**config.mk**
```make
export PLATFORM = sky130hd
export DESIGN_NAME = sseg_capture_decoder
export DESIGN_NICKNAME = d
export VERILOG_FILES = /design/src/rtl/sseg_pkg.sv /design/src/rtl/sseg_sync2.sv /design/src/rtl/sseg_capture_decoder.sv
export SDC_FILE = /design/constraint.sdc
export NUM_CORES = 1
export LEC_CHECK = 0
export BUFFER_PORTS_ARGS = -buffer_cell sky130_fd_sc_hd__buf_2
export CORE_MARGIN = 2
export CORE_UTILIZATION = 37
export CTS_BUF_LIST = sky130_fd_sc_hd__clkbuf_4
export CTS_CLUSTER_DIAMETER = 120
export DETAILED_ROUTE_END_ITERATION = 10
export MAX_ROUTING_LAYER = met4
export PLACE_DENSITY_LB_ADDON = 0.2
export SLEW_MARGIN = 20
export SYNTH_ARGS = -nofsm -noshare
export SYNTH_HDL_FRONTEND = slang
export SYNTH_SLANG_ARGS = --single-unit
export TNS_END_PERCENT = 1
```
**constraint.sdc**
```tcl
create_clock -name clk -period 3.1 [get_ports clk]
set_input_delay 0 -clock clk [delete_from_list [all_inputs] [get_ports clk]]
set_output_delay 0 -clock clk [all_outputs]
set_load 0.05 [all_outputs]
```
**src/rtl/sseg_pkg.sv**
```systemverilog
// sseg_pkg: shared seven-segment definitions.
//   - SEG_0..SEG_F, SEG_BLANK : active-low segment patterns, bit 6 = g .. bit 0 = a
//   - frame_state_t           : frame collection FSM states
//   - seg_to_nibble()         : pattern -> {illegal, blank, nibble}
// The transmit-side encoder uses the same constants, so both directions of the
// map come from one place.
package sseg_pkg;

  localparam logic [6:0] SEG_0     = 7'b1000000;
  localparam logic [6:0] SEG_1     = 7'b1111001;
  localparam logic [6:0] SEG_2     = 7'b0100100;
  localparam logic [6:0] SEG_3     = 7'b0110000;
  localparam logic [6:0] SEG_4     = 7'b0011001;
  localparam logic [6:0] SEG_5     = 7'b0010010;
  localparam logic [6:0] SEG_6     = 7'b0000010;
  localparam logic [6:0] SEG_7     = 7'b1111000;
  localparam logic [6:0] SEG_8     = 7'b0000000;
  localparam logic [6:0] SEG_9     = 7'b0010000;
  localparam logic [6:0] SEG_A     = 7'b0001000;
  localparam logic [6:0] SEG_B     = 7'b0000011;
  localparam logic [6:0] SEG_C     = 7'b1000110;
  localparam logic [6:0] SEG_D     = 7'b0100001;
  localparam logic [6:0] SEG_E     = 7'b0000110;
  localparam logic [6:0] SEG_F     = 7'b0001110;
  localparam logic [6:0] SEG_BLANK = 7'b1111111;

  typedef enum logic {
    ST_COLLECT = 1'b0,
    ST_EVAL    = 1'b1
  } frame_state_t;

  // Returns {illegal, blank, nibble}. Blank and illegal patterns report nibble 0.
  function automatic logic [5:0] seg_to_nibble(input logic [6:0] seg);
    logic [5:0] res;
    case (seg)
      SEG_0:     res = 6'h00;
      SEG_1:     res = 6'h01;
      SEG_2:     res = 6'h02;
      SEG_3:     res = 6'h03;
      SEG_4:     res = 6'h04;
      SEG_5:     res = 6'h05;
      SEG_6:     res = 6'h06;
      SEG_7:     res = 6'h07;
      SEG_8:     res = 6'h08;
      SEG_9:     res = 6'h09;
      SEG_A:     res = 6'h0A;
      SEG_B:     res = 6'h0B;
      SEG_C:     res = 6'h0C;
      SEG_D:     res = 6'h0D;
      SEG_E:     res = 6'h0E;
      SEG_F:     res = 6'h0F;
      SEG_BLANK: res = 6'b01_0000;
      default:   res = 6'b10_0000;
    endcase
    return res;
  endfunction

endpackage

```
**src/rtl/sseg_sync2.sv**
```systemverilog
// sseg_sync2: parameterised-width two-flop synchroniser.
//   clk, reset : destination clock, asynchronous active-high reset
//   d          : asynchronous input bus
//   q          : synchronised output bus (RESET_VAL while in reset)
// Bits are synchronised independently; the consumer must tolerate skew
// between bits (the decoder's settle check handles this).
module sseg_sync2 #(
  parameter int                WIDTH     = 1,
  parameter logic [WIDTH-1:0]  RESET_VAL = '0
) (
  input  logic             clk,
  input  logic             reset,
  input  logic [WIDTH-1:0] d,
  output logic [WIDTH-1:0] q
);

  logic [WIDTH-1:0] meta;

  always_ff @(posedge clk or posedge reset) begin
    if (reset) begin
      meta <= RESET_VAL;
      q    <= RESET_VAL;
    end else begin
      meta <= d;
      q    <= meta;
    end
  end

endmodule

```
**src/rtl/sseg_capture_decoder.sv**
```systemverilog
// sseg_capture_decoder: receive side of the multiplexed seven-segment bus.
//   clk, reset   : system clock, asynchronous active-high reset
//   segs_in      : active-low segment bus (g..a), asynchronous
//   digit_sel    : one-hot digit strobes, asynchronous
//   value        : published hex value, digit 0 in [3:0]
//   blank        : per-digit all-off flag (matching nibble reads 0)
//   value_valid  : one-cycle pulse when value/blank are updated
//   pattern_err  : one-cycle pulse when a frame with an illegal pattern is dropped
// A frame is one sample of every digit. A value is published only after the
// same frame has been seen STABLE_FRAMES times in a row.
module sseg_capture_decoder
  import sseg_pkg::*;
#(
  parameter int NUM_DIGITS    = 4,
  parameter int STABLE_FRAMES = 2
) (
  input  logic                    clk,
  input  logic                    reset,
  input  logic [6:0]              segs_in,
  input  logic [NUM_DIGITS-1:0]   digit_sel,
  output logic [4*NUM_DIGITS-1:0] value,
  output logic [NUM_DIGITS-1:0]   blank,
  output logic                    value_valid,
  output logic                    pattern_err
);

  localparam int             CNT_W   = $clog2(STABLE_FRAMES + 1);
  localparam logic [CNT_W-1:0] CNT_MAX = CNT_W'(STABLE_FRAMES);
  localparam logic [CNT_W-1:0] CNT_ONE = CNT_W'(1);

  // ---------------------------------------------------------------- sync
  logic [6:0]            segs_sync;
  logic [NUM_DIGITS-1:0] sel_sync;

  sseg_sync2 #(.WIDTH(7), .RESET_VAL(SEG_BLANK)) u_sync_segs (
    .clk   (clk),
    .reset (reset),
    .d     (segs_in),
    .q     (segs_sync)
  );

  sseg_sync2 #(.WIDTH(NUM_DIGITS), .RESET_VAL('0)) u_sync_sel (
    .clk   (clk),
    .reset (reset),
    .d     (digit_sel),
    .q     (sel_sync)
  );

  // ---------------------------------------------------------------- settle
  // A strobe qualifies once it is one-hot and unchanged for a cycle, which
  // also masks inter-bit skew from the synchroniser. qual_prev makes each
  // strobe assertion sample only on its first qualified cycle.
  logic [NUM_DIGITS-1:0] sel_prev;
  logic                  qual_prev;
  logic                  qualified;
  logic                  sample;
  logic [NUM_DIGITS-1:0] sample_mask;
  logic [5:0]            decoded;

  assign qualified   = $onehot(sel_sync) && (sel_sync == sel_prev);
  assign sample      = qualified && !qual_prev;
  assign sample_mask = sample ? sel_sync : '0;
  assign decoded     = seg_to_nibble(segs_sync);

  always_ff @(posedge clk or posedge reset) begin
    if (reset) begin
      sel_prev  <= '0;
      qual_prev <= 1'b0;
    end else begin
      sel_prev  <= sel_sync;
      qual_prev <= qualified;
    end
  end

  // ---------------------------------------------------------------- slots
  logic [4*NUM_DIGITS-1:0] slot_nib;
  logic [NUM_DIGITS-1:0]   slot_blank;
  logic [NUM_DIGITS-1:0]   slot_illegal;

  always_ff @(posedge clk or posedge reset) begin
    if (reset) begin
      slot_nib     <= '0;
      slot_blank   <= '0;
      slot_illegal <= '0;
    end else begin
      for (int i = 0; i < NUM_DIGITS; i++) begin
        if (sample_mask[i]) begin
          slot_nib[i*4 +: 4] <= decoded[3:0];
          slot_blank[i]      <= decoded[4];
          slot_illegal[i]    <= decoded[5];
        end
      end
    end
  end

  // ---------------------------------------------------------------- frame FSM
  frame_state_t            state;
  logic [NUM_DIGITS-1:0]   collected;
  logic [NUM_DIGITS-1:0]   collected_next;
  logic [4*NUM_DIGITS-1:0] prev_nib;
  logic [NUM_DIGITS-1:0]   prev_blank;
  logic [CNT_W-1:0]        stable_cnt;
  logic [CNT_W-1:0]        cnt_next;
  logic                    published;
  logic                    frame_illegal;
  logic                    frame_same;
  logic                    frame_new;

  // In EVAL the old bits are dropped, but a sample landing in that cycle
  // already belongs to the next frame.
  always_comb begin
    collected_next = collected | sample_mask;
    if (state == ST_EVAL) begin
      collected_next = sample_mask;
    end
  end

  assign frame_illegal = |slot_illegal;
  assign frame_same    = (slot_nib == prev_nib) && (slot_blank == prev_blank);
  assign frame_new     = !published || (slot_nib != value) || (slot_blank != blank);

  always_comb begin
    cnt_next = CNT_ONE;
    if (frame_same) begin
      cnt_next = (stable_cnt == CNT_MAX) ? CNT_MAX : stable_cnt + CNT_ONE;
    end
  end

  always_ff @(posedge clk or posedge reset) begin
    if (reset) begin
      state       <= ST_COLLECT;
      collected   <= '0;
      prev_nib    <= '0;
      prev_blank  <= '0;
      stable_cnt  <= '0;
      published   <= 1'b0;
      value       <= '0;
      blank       <= '0;
      value_valid <= 1'b0;
      pattern_err <= 1'b0;
    end else begin
      value_valid <= 1'b0;
      pattern_err <= 1'b0;
      collected   <= collected_next;
      case (state)
        ST_COLLECT: begin
          if (&(collected | sample_mask)) begin
            state <= ST_EVAL;
          end
        end
        ST_EVAL: begin
          state <= ST_COLLECT;
          if (frame_illegal) begin
            // Dropped frame: prev_nib/prev_blank keep the last good frame.
            pattern_err <= 1'b1;
            stable_cnt  <= '0;
          end else begin
            stable_cnt <= cnt_next;
            if (!frame_same) begin
              prev_nib   <= slot_nib;
              prev_blank <= slot_blank;
            end
            if ((cnt_next == CNT_MAX) && frame_new) begin
              value       <= slot_nib;
              blank       <= slot_blank;
              published   <= 1'b1;
              value_valid <= 1'b1;
            end
          end
        end
        default: state <= ST_COLLECT;
      endcase
    end
  end

endmodule
```
==> results of run 1 <==
==> power by group <==
part | internal, mW | leakage (nW) | switching [mW]
registers | 1.40 | 1.33 | 0.0597
clock network | 0.323 | 0.0814 | 0.434
logic | 0.119 | 1.15 | 0.145
total | 1.84 | 2.56 | 0.638
==> registers in the layout, summed over array words and instances, names as in the netlist, 2 cells and up <==
signal and count:
blank 4, collected 4, prev_blank 4, prev_nib 16
sel_prev 4, slot_blank 4, slot_illegal 4, slot_nib 16
stable_cnt 2, u_sync_segs.meta 7, u_sync_segs.q 7, u_sync_sel.meta 4
u_sync_sel.q 4, value 16
==> metrics by stage <==
step           total power [mW]  setup slack, ns  area [sq um]  TNS, ns  utilization [%]
5_1_grt                    2.61          -0.0342          5120  -0.0342             43.2
2_1_floorplan              1.64           0.0986          4450        0                -
6_report                   2.48           0.0874          5120        0             43.2
4_1_cts                    2.52          0.00432          5100        0             43.0
3_5_place_dp               1.74           0.0159          4820        0             40.7
3_3_place_gp               1.74            0.101          4820        0             40.7
==> layer usage <==
metal / vias to the layer above / share of wire (%) / GRT usage (%)
met4: 0 / 1.0 / 3.66
met3: 8 / 4.3 / 4.73
met5: - / 0 / -
li1: 1323 / - / -
met2: 58 / 49 / 22.8
met1: 1396 / 46 / 18.9
==> cell usage in the layout, fill, tap and decap left out, drive strengths merged, types with 2 or more instances in the layout <==
cell,n
dfrtp,87
mux2,60
buf,43
xnor2,26
xor2,20
inv,17
nand2,16
dfstp,14
dlygate4sd3,12
nor2,11
nand3,10
clkbuf,9
nor3,7
nand4,7
o21ai,7
nor4,6
nand2b,4
o22ai,3
o31ai,3
ha,3
nor3b,3
clkinv,3
a211oi,2
o211ai,2
nor4b,2
nor2b,2
bufinv,2
or4,2
==> final cells by class <==
type / count / area (sq um)
inverter: 16 / 65.1
clock inverter: 7 / 88.8
multi-input combinational: 216 / 1800
tap: 147 / 184
sequential: 101 / 2540
timing repair buffer: 55 / 370
clock buffer: 9 / 67.6
fill: 1131 / 6740
==> synth_stat cells, drive strengths merged, types with 2 or more instances <==
cell and number:
nand3 10, ha 3, inv 16, mux2 60, o22ai 3, buf 7
nand2 16, xnor2 26, o31ai 3, nand2b 4, o21ai 7, nor4b 2
o211ai 2, nor4 6, xor2 20, dfstp 14, nor2b 2, dfrtp 87
nor3 7, or4 2, nor2 11, nor3b 3, nand4 7, a211oi 2
clkbuf 8
==> worst paths after layout <==
kind,slack [ns],to,from,cells after the start
min,0.16,u_sync_segs.meta[1]$_DFF_PP1_,segs_in[1],2
max reg2reg,0.09,state$_DFF_PP0_,u_sync_sel.q[1]$_DFF_PP0_,10
max in group asynchronous,2.19,u_sync_segs.q[6]$_DFF_PP1_,reset,4
max,0.09,state$_DFF_PP0_,u_sync_sel.q[1]$_DFF_PP0_,10
min in group asynchronous,0.20,sel_prev[0]$_DFF_PP0_,reset,3
min reg2reg,0.36,u_sync_sel.q[2]$_DFF_PP0_,u_sync_sel.meta[2]$_DFF_PP0_,0
==> worst reg2reg max path, delay by kind of cell, from the launching register on <==
family | cells | cell delay (ns)
flip-flops | 1 | 0.41
AND/OR/NAND/NOR | 3 | 0.93
adder cells (fa/ha/maj) | 3 | 0.95
buffers and inverters | 2 | 0.12
AO/OA/AOI/OAI | 2 | 0.53
==> what timing repair did <==
item	in CTS	in global routing
gates resized for setup	0	3
endpoints found under the hold margin	91	0
setup endpoints to repair	0	13
hold buffers	12	0
==> cell families after synthesis <==
family | synth area share (%)
AOI/OAI and AO/OA | 5.12
and+or+nand+nor | 9.20
muxes | 15.2
DFF | 57.2
xor gates and xnor gates | 9.06
adders and majority gates | 1.29
buffers and inverters | 2.95
==> impl_metrics.tcl, run 1 <==
set metrics [dict create \
    num_antenna_cells 0 \
    io-pin-count 35 \
    worst_pin_slew_ns 0.770 \
    clk_pin_slew_worst_paths_ns 0.14 \
    async_flop_share_pct 100 \
    path_delay_family "adder cells" \
    rsz0062_at_grt "true" \
    die_y_microns 114 \
    ys_seq_area_share_pct 57.2 \
    final_nets 416 \
    synth_cell_types 48 \
    clockBufferDepth 2 \
    dr.pass1.iters 4 \
    grt_pass1_wl_microns 14100 \
    synth_edf_count 0 \
    hold_viol 0 \
    grt_use_total_pct 14.7 \
    clkSinkCount 101 \
    core_area_sq_mm 0.0119 \
    final_cells 551 \
    required_ns 3.49 \
    totalWireLength_microns 8360 \
    ir_drop_uv 358 \
    critPathLaunchType "flip-flop" \
    dr_total_vias 2785 \
    relSlewSlack_pct 48.7 \
    timing.hold.ws_ns 0.165 \
    arrival_ns 3.40 \
    synth_seq_cells 101 \
    rows 40 \
    layout_min_cycle_time_ns 3.01 \
    dpl.hpwl_microns 5860 \
    p_leak_nw 2.56 \
    power_density_mw_per_mm2 485 \
    post_cts_buffers 0 \
    path_max_fanout 4 \
    path_class "reg -> reg" \
    clk_latency_ns 0.47 \
    cts_tree "yes" \
    fin_skew_ns 0.0182 \
    root_buffer "clkbuf_4" \
    hold_class "in -> reg" \
    max-cap-violations 0 \
    cts_htree_levels 3 \
    wire_per_inst_microns 15.2 \
    post-place-cells 523 \
    area_growth_pct 15.1 \
    syn_avg_cell_area_sq_um 12.8 \
    setup_viol 0 \
    status "complete, no violations" \
    drive_above_1_share_pct 34.7 \
    slew_violations 0 \
    antenna_found_initial 0 \
    gp_congestion 0.804 \
    cp_slowest_cell "or4_1" \
    synth.net_count 365 \
    drtIter0Drc 155 \
    cp_slowest_stage_delay_ns 0.54 \
    start_util_pct 37.5 \
    synth_area_leaders "dfrtp_1 49%, mux2_2 15%, dfstp_2 8.3%" \
    crit_buf_inv 2 \
    cp-end-kind "flip-flop" \
    io_buffers 34 \
    numCtsBuffers 9 \
    fin_crit_sh_pct 97.2 \
    synth_cells 348 \
    fp.dieW_microns 114 \
    crit_chain "inv_1, fa_1, inv_1, ha_1, ha_1, nor3b_2, nand4_1, or4_1, a221o_1, a221oi_2" \
    dieArea_sq_mm 0.0129 \
    synth_area_sq_mm 0.00445 \
    yosysTopAreaCell "dfrtp_1" \
    ant_nets 0 \
    grt_pass1_vias 2766 \
    grt_overflow_total 0 \
    synth_top_area_share_pct 48.9 \
    yosys_warnings 0 \
    vias_per_cell 5.05 \
    grt_max_degree 88 \
    synth_flop_cell "dfrtp_1" \
    max_freq_mhz 332 \
    drc 0 \
]
Note: power is estimated with default switching activity, not from simulation.
==> inputs of run 2 (changes only) <==
- CAP_MARGIN: not set -> 20
- CORE_MARGIN: 2 -> 4
==> run 2 against run 1 <==
Via count fell by 0.14%; die area up 7.2%; core utilization grew 0.62 points; worst setup slack improved by 0.14 ns; maximum frequency rose by 4.8%; register-to-register slack better by 0.14 ns; combinational power down 6%; clock power shrank 13%; largest cell class unchanged; highest routed layer unchanged.
==> impl_metrics.tcl, run 2 (synthesized netlist as in run 1, its figures left out) <==
set metrics [dict create \
    status "complete, no violations" \
    worst_pin_slew_ns 0.850 \
    largestRegisters "prev_nib x16, slot_nib x16, value x16" \
    antenna_found_initial 0 \
    mostFrequentLayoutCells "87 x dfrtp_1, 60 x mux2_2, 34 x buf_2" \
    vias_per_cell 5.09 \
    die_y_microns 118 \
    grt_overflow_total 0 \
    grt_use_total_pct 13.8 \
    clockBufferDepth 2 \
    io_buffers 34 \
    rsz0062_at_grt "false" \
    fp.dieW_microns 118 \
    io-pin-count 35 \
    cp_slowest_cell "or4_4" \
    layout_min_cycle_time_ns 2.88 \
    final_cells 546 \
    area_growth_pct 14.3 \
    cp_slowest_stage_delay_ns 0.53 \
    crit_buf_inv 2 \
    timing.final.ws_setup_ns 0.225 \
    p_leak_nw 2.55 \
    numCtsBuffers 9 \
    clk_latency_ns 0.44 \
    design_power_total_mw 2.36 \
    arrival_ns 3.23 \
    timing.hold.ws_ns 0.199 \
    dieArea_sq_mm 0.0138 \
    crit_chain "inv_2, fa_1, inv_1, ha_1, ha_4, nor3b_2, nand4_1, or4_4, a221o_1, a221oi_2" \
    clkSinkCount 101 \
    fin_area_sq_mm 0.00509 \
    setup-tns-final_ns 0 \
    hold_class "in -> reg" \
    final_nets 415 \
    critPathLaunchType "flip-flop" \
    gp_congestion 0.784 \
    path_delay_family "adder cells" \
    grt_pass1_wl_microns 14900 \
    power_density_mw_per_mm2 465 \
    setup_viol 0 \
    dr.pass1.iters 4 \
    num_antenna_cells 0 \
    post_cts_buffers 0 \
    clk_pin_slew_worst_paths_ns 0.13 \
    cp-end-kind "flip-flop" \
    post-route-util_pct 43.8 \
    path_max_fanout 4 \
    drc 0 \
    dpl_cell_area_sq_mm 0.00481 \
    max_freq_mhz 348 \
    dr_total_vias 2781 \
    fin_skew_ns 0.0214 \
    rows 39 \
    dpl.hpwl_microns 6080 \
    final_common_cell "dfrtp_1" \
    start_util_pct 38.3 \
    totalWireLength_microns 8580 \
    ir_drop_uv 328 \
    max-cap-violations 0 \
    post-place-cells 518 \
    place_ws_ns 0.0461 \
    core_area_sq_mm 0.0116 \
    grt_max_degree 72 \
    hold_viol 0 \
    wire_per_inst_microns 15.7 \
    drtIter0Drc 120 \
    slew_violations 0 \
    fin_crit_sh_pct 92.7 \
    cts_htree_levels 3 \
    path_class "reg -> reg" \
    ant_nets 0 \
    cts_tree "yes" \
    grt_pass1_vias 2852 \
    root_buffer "clkbuf_4" \
    required_ns 3.45 \
    rrSetupSlack_ns 0.22 \
    drive_above_1_share_pct 35.0 \
    relSlewSlack_pct 43.3 \
]
run 2: changes by cell type in the layout (fill, tap and decap cells not counted), sizes merged:
| cell | before | now |
|---|---|---|
| clkbuf | 9 | 10 |
| bufinv | 2 | 1 |
| buf | 43 | 42 |
| clkinvlp | 1 | 0 |
| clkinv | 3 | 4 |
run 2: layout make-up:
type,instances,area [sq um]
Fill cell,1107,6530
Sequential cell,101,2540
Multi-Input combinational cell,216,1810
Timing Repair Buffer,54,363
Tap cell,143,179
Clock buffer,10,75.1
Inverter,16,62.6
Clock inverter,6,52.6
run 2: power breakdown:
group          leakage, nW  internal, mW  switching [mW]
clock network       0.0732         0.248           0.407
logic                 1.15         0.106           0.142
registers             1.33          1.40          0.0590
total                 2.55          1.75           0.609
run 2: path summary, 6_finish.rpt:
path,endpoint,from,cells past startpoint
worst min-delay path,u_sync_segs.meta[1]$_DFF_PP1_,segs_in[1],2
min in group asynchronous,stable_cnt[0]$_DFFE_PP0P_,reset,3
worst max register to register,state$_DFF_PP0_,u_sync_sel.q[1]$_DFF_PP0_,10
max in group asynchronous,prev_nib[10]$_DFFE_PP0P_,reset,4
worst min register to register,u_sync_segs.q[5]$_DFF_PP1_,u_sync_segs.meta[5]$_DFF_PP1_,0
worst max-delay path,state$_DFF_PP0_,u_sync_sel.q[1]$_DFF_PP0_,10
run 2: routing by layer:
layer	vias up	share of wire, %	GRT usage, %
met5	-	0	-
met4	0	0.22	2.42
met3	2	3.7	3.84
met2	61	50	22.2
met1	1400	46	17.7
li1	1318	-	-
run 2: worst reg2reg max path: cells and delay by family (launching register included):
kind	cells	cell delay (ns)
compound gates	2	0.54
buf+inv	2	0.10
fa+ha+maj	3	0.91
flops	1	0.42
simple gates	3	0.84
run 2: timing repair:
| action | 4_1_cts | 5_1_grt |
|---|---|---|
| resized for setup | 0 | 6 |
| hold buffers | 12 | 0 |
| setup endpoints to repair | 0 | 16 |
| endpoints found under the hold margin | 66 | 0 |
==> inputs of run 3 (changes only) <==
- CTS_BUF_LIST: sky130_fd_sc_hd__clkbuf_4 -> sky130_fd_sc_hd__clkbuf_16
==> run 3 against run 2 <==
Die area unchanged; critical path depth unchanged; combinational power about the same; global-route usage up 0.15 points; critical endpoint unchanged.
==> impl_metrics.tcl, run 3 (synthesized netlist as in run 1, its figures left out) <==
set metrics [dict create \
    dr_total_vias 2776 \
    grt_overflow_total 0 \
    crit_buf_inv 2 \
    final_common_cell "dfrtp_1" \
    ir_drop_uv 439 \
    path_class "reg -> reg" \
    hp-start "segs_in[1]" \
    dieArea_sq_mm 0.0138 \
    critPathLaunchType "flip-flop" \
    hold_class "in -> reg" \
    drive_above_1_share_pct 34.7 \
    ant_nets 0 \
    power.combinational.fraction_pct 9.0 \
    cp_slowest_stage_delay_ns 0.53 \
    grt_pass1_wl_microns 15100 \
    worst_pin_slew_ns 0.856 \
    area_growth_pct 17.7 \
    io-pin-count 35 \
    clkPwrFrac_pct 37.9 \
    clkSinkCount 101 \
    path_max_fanout 4 \
    fp.dieW_microns 118 \
    swShare_pct 24.1 \
    antenna_found_initial 0 \
    status "complete, no violations" \
    path_delay_family "adder cells" \
    timing.final.ws_setup_ns 0.232 \
    dr.pass1.iters 5 \
    p_int_mw 2.09 \
    gp_congestion 0.784 \
    die_y_microns 118 \
    grt_pass1_vias 2887 \
    p_seq_share_pct 53.0 \
    totalWireLength_microns 8640 \
    clockBufferDepth 2 \
    rsz0062_at_grt "false" \
    setup-tns-final_ns 0 \
    mostFrequentLayoutCells "87 x dfrtp_1, 60 x mux2_2, 34 x buf_2" \
    p_leak_nw 2.62 \
    num_antenna_cells 0 \
    fin_skew_ns 0.00844 \
    cp_slowest_cell "or4_4" \
    dpl.hpwl_microns 6080 \
    reg2reg_from "u_sync_sel.q[1]$_DFF_PP0_" \
    slew_violations 0 \
    wire_per_inst_microns 15.8 \
    vias_per_cell 5.08 \
    setup_viol 0 \
    start_util_pct 38.3 \
    power_density_mw_per_mm2 526 \
    p_sw_mw 0.664 \
    cts_htree_levels 3 \
    core_area_sq_mm 0.0116 \
    crit_chain "inv_2, fa_1, inv_1, ha_1, ha_4, nor3b_2, nand4_1, or4_4, a221o_1, a221oi_2" \
    post_cts_buffers 0 \
    layout_min_cycle_time_ns 2.87 \
    rrSetupSlack_ns 0.23 \
    hold_depth 2 \
    cts_tree "yes" \
    arrival_ns 3.11 \
    cp-end-kind "flip-flop" \
    hold_viol 0 \
    final_nets 415 \
    hold_end "u_sync_segs.meta[1]$_DFF_PP1_" \
    drtIter0Drc 99 \
    largestRegisters "prev_nib x16, slot_nib x16, value x16" \
    clk_pin_slew_worst_paths_ns 0.06 \
    place_ws_ns 0.0461 \
    clk_latency_ns 0.34 \
    io_buffers 34 \
    reg2reg_to "state$_DFF_PP0_" \
    drc 0 \
    max-cap-violations 0 \
    root_buffer "clkbuf_16" \
    fin_crit_sh_pct 92.5 \
    relSlewSlack_pct 42.9 \
    numCtsBuffers 9 \
    rows 39 \
    required_ns 3.34 \
    grt_max_degree 72 \
    max_freq_mhz 349 \
    grt_use_total_pct 13.9 \
    rr_worst_depth 10 \
]
-- run 3: stage by stage --
step                      hold WS, ns  area [sq um]  util, %  cells  total power [mW]
final                           0.305          5240     45.1    546              2.75
after global routing            0.307          5240     45.1    546              2.89
after CTS                       0.285          5210     44.9    546              2.79
after detailed placement        0.106          4810     41.4    518              1.72
after global placement          0.105          4810     41.4    518              1.71
after floorplan               0.00448          4450        -    348              1.64
-- run 3: cell type report --
cell class | instances | area, sq um
Clock buffer | 10 | 250
Fill cell | 1093 | 6380
Inverter | 16 | 62.6
Sequential cell | 101 | 2540
Clock inverter | 6 | 26.3
Timing Repair Buffer | 54 | 363
Tap cell | 143 | 179
Multi-Input combinational cell | 216 | 1810
-- run 3: timing repair --
item | 4_1_cts | 5_1_grt
gates resized for setup | 0 | 6
endpoints found under the hold margin | 66 | 0
setup endpoints to repair | 0 | 13
hold buffers | 12 | 0
-- run 3: how the worst max path moves through the flow --
stage	depth (start not counted)	to	slack (ns)	startpoint
CTS	9	slot_nib[9]$_DFFE_PP0P_	0.03	u_sync_sel.q[1]$_DFF_PP0_
floorplan	11	state$_DFF_PP0_	0.1	u_sync_sel.q[0]$_DFF_PP0_
global placement	9	slot_blank[2]$_DFFE_PP0P_	0.12	u_sync_sel.q[1]$_DFF_PP0_
finish	10	state$_DFF_PP0_	0.23	u_sync_sel.q[1]$_DFF_PP0_
global route	11	state$_DFF_PP0_	0.06	u_sync_sel.q[1]$_DFF_PP0_
detailed placement	9	slot_nib[9]$_DFFE_PP0P_	0.05	u_sync_sel.q[1]$_DFF_PP0_
-- run 3: power by group through the flow --
stage / combinational (mW) / clock (mW) / sequential (mW)
after floorplan: 0.183 / 0 / 1.46
after global placement: 0.232 / 0 / 1.48
after detailed placement: 0.238 / 0 / 1.48
after CTS: 0.250 / 1.08 / 1.46
after global routing: 0.286 / 1.14 / 1.47
final: 0.249 / 1.04 / 1.46
-- run 3: worst register-to-register path, stage by stage (launching register included) --
cell and delay, ns:
dfrtp_1 0.39, inv_2 0.06, fa_1 0.49, inv_1 0.04, ha_1 0.20, ha_4 0.22, nor3b_2 0.14, nand4_1 0.17
or4_4 0.53, a221o_1 0.37, a221oi_2 0.18
-- run 3: metal layers --
| metal | wire length [microns] | vias to the layer above | share of wire, % | global-route usage [%] |
|---|---|---|---|---|
| met5 | 0 | - | 0 | - |
| met4 | 49 | 0 | 0.57 | 3.30 |
| met3 | 263 | 4 | 3.0 | 3.56 |
| met2 | 4280 | 46 | 50 | 22.6 |
| met1 | 4050 | 1404 | 47 | 17.7 |
| li1 | - | 1322 | - | - |
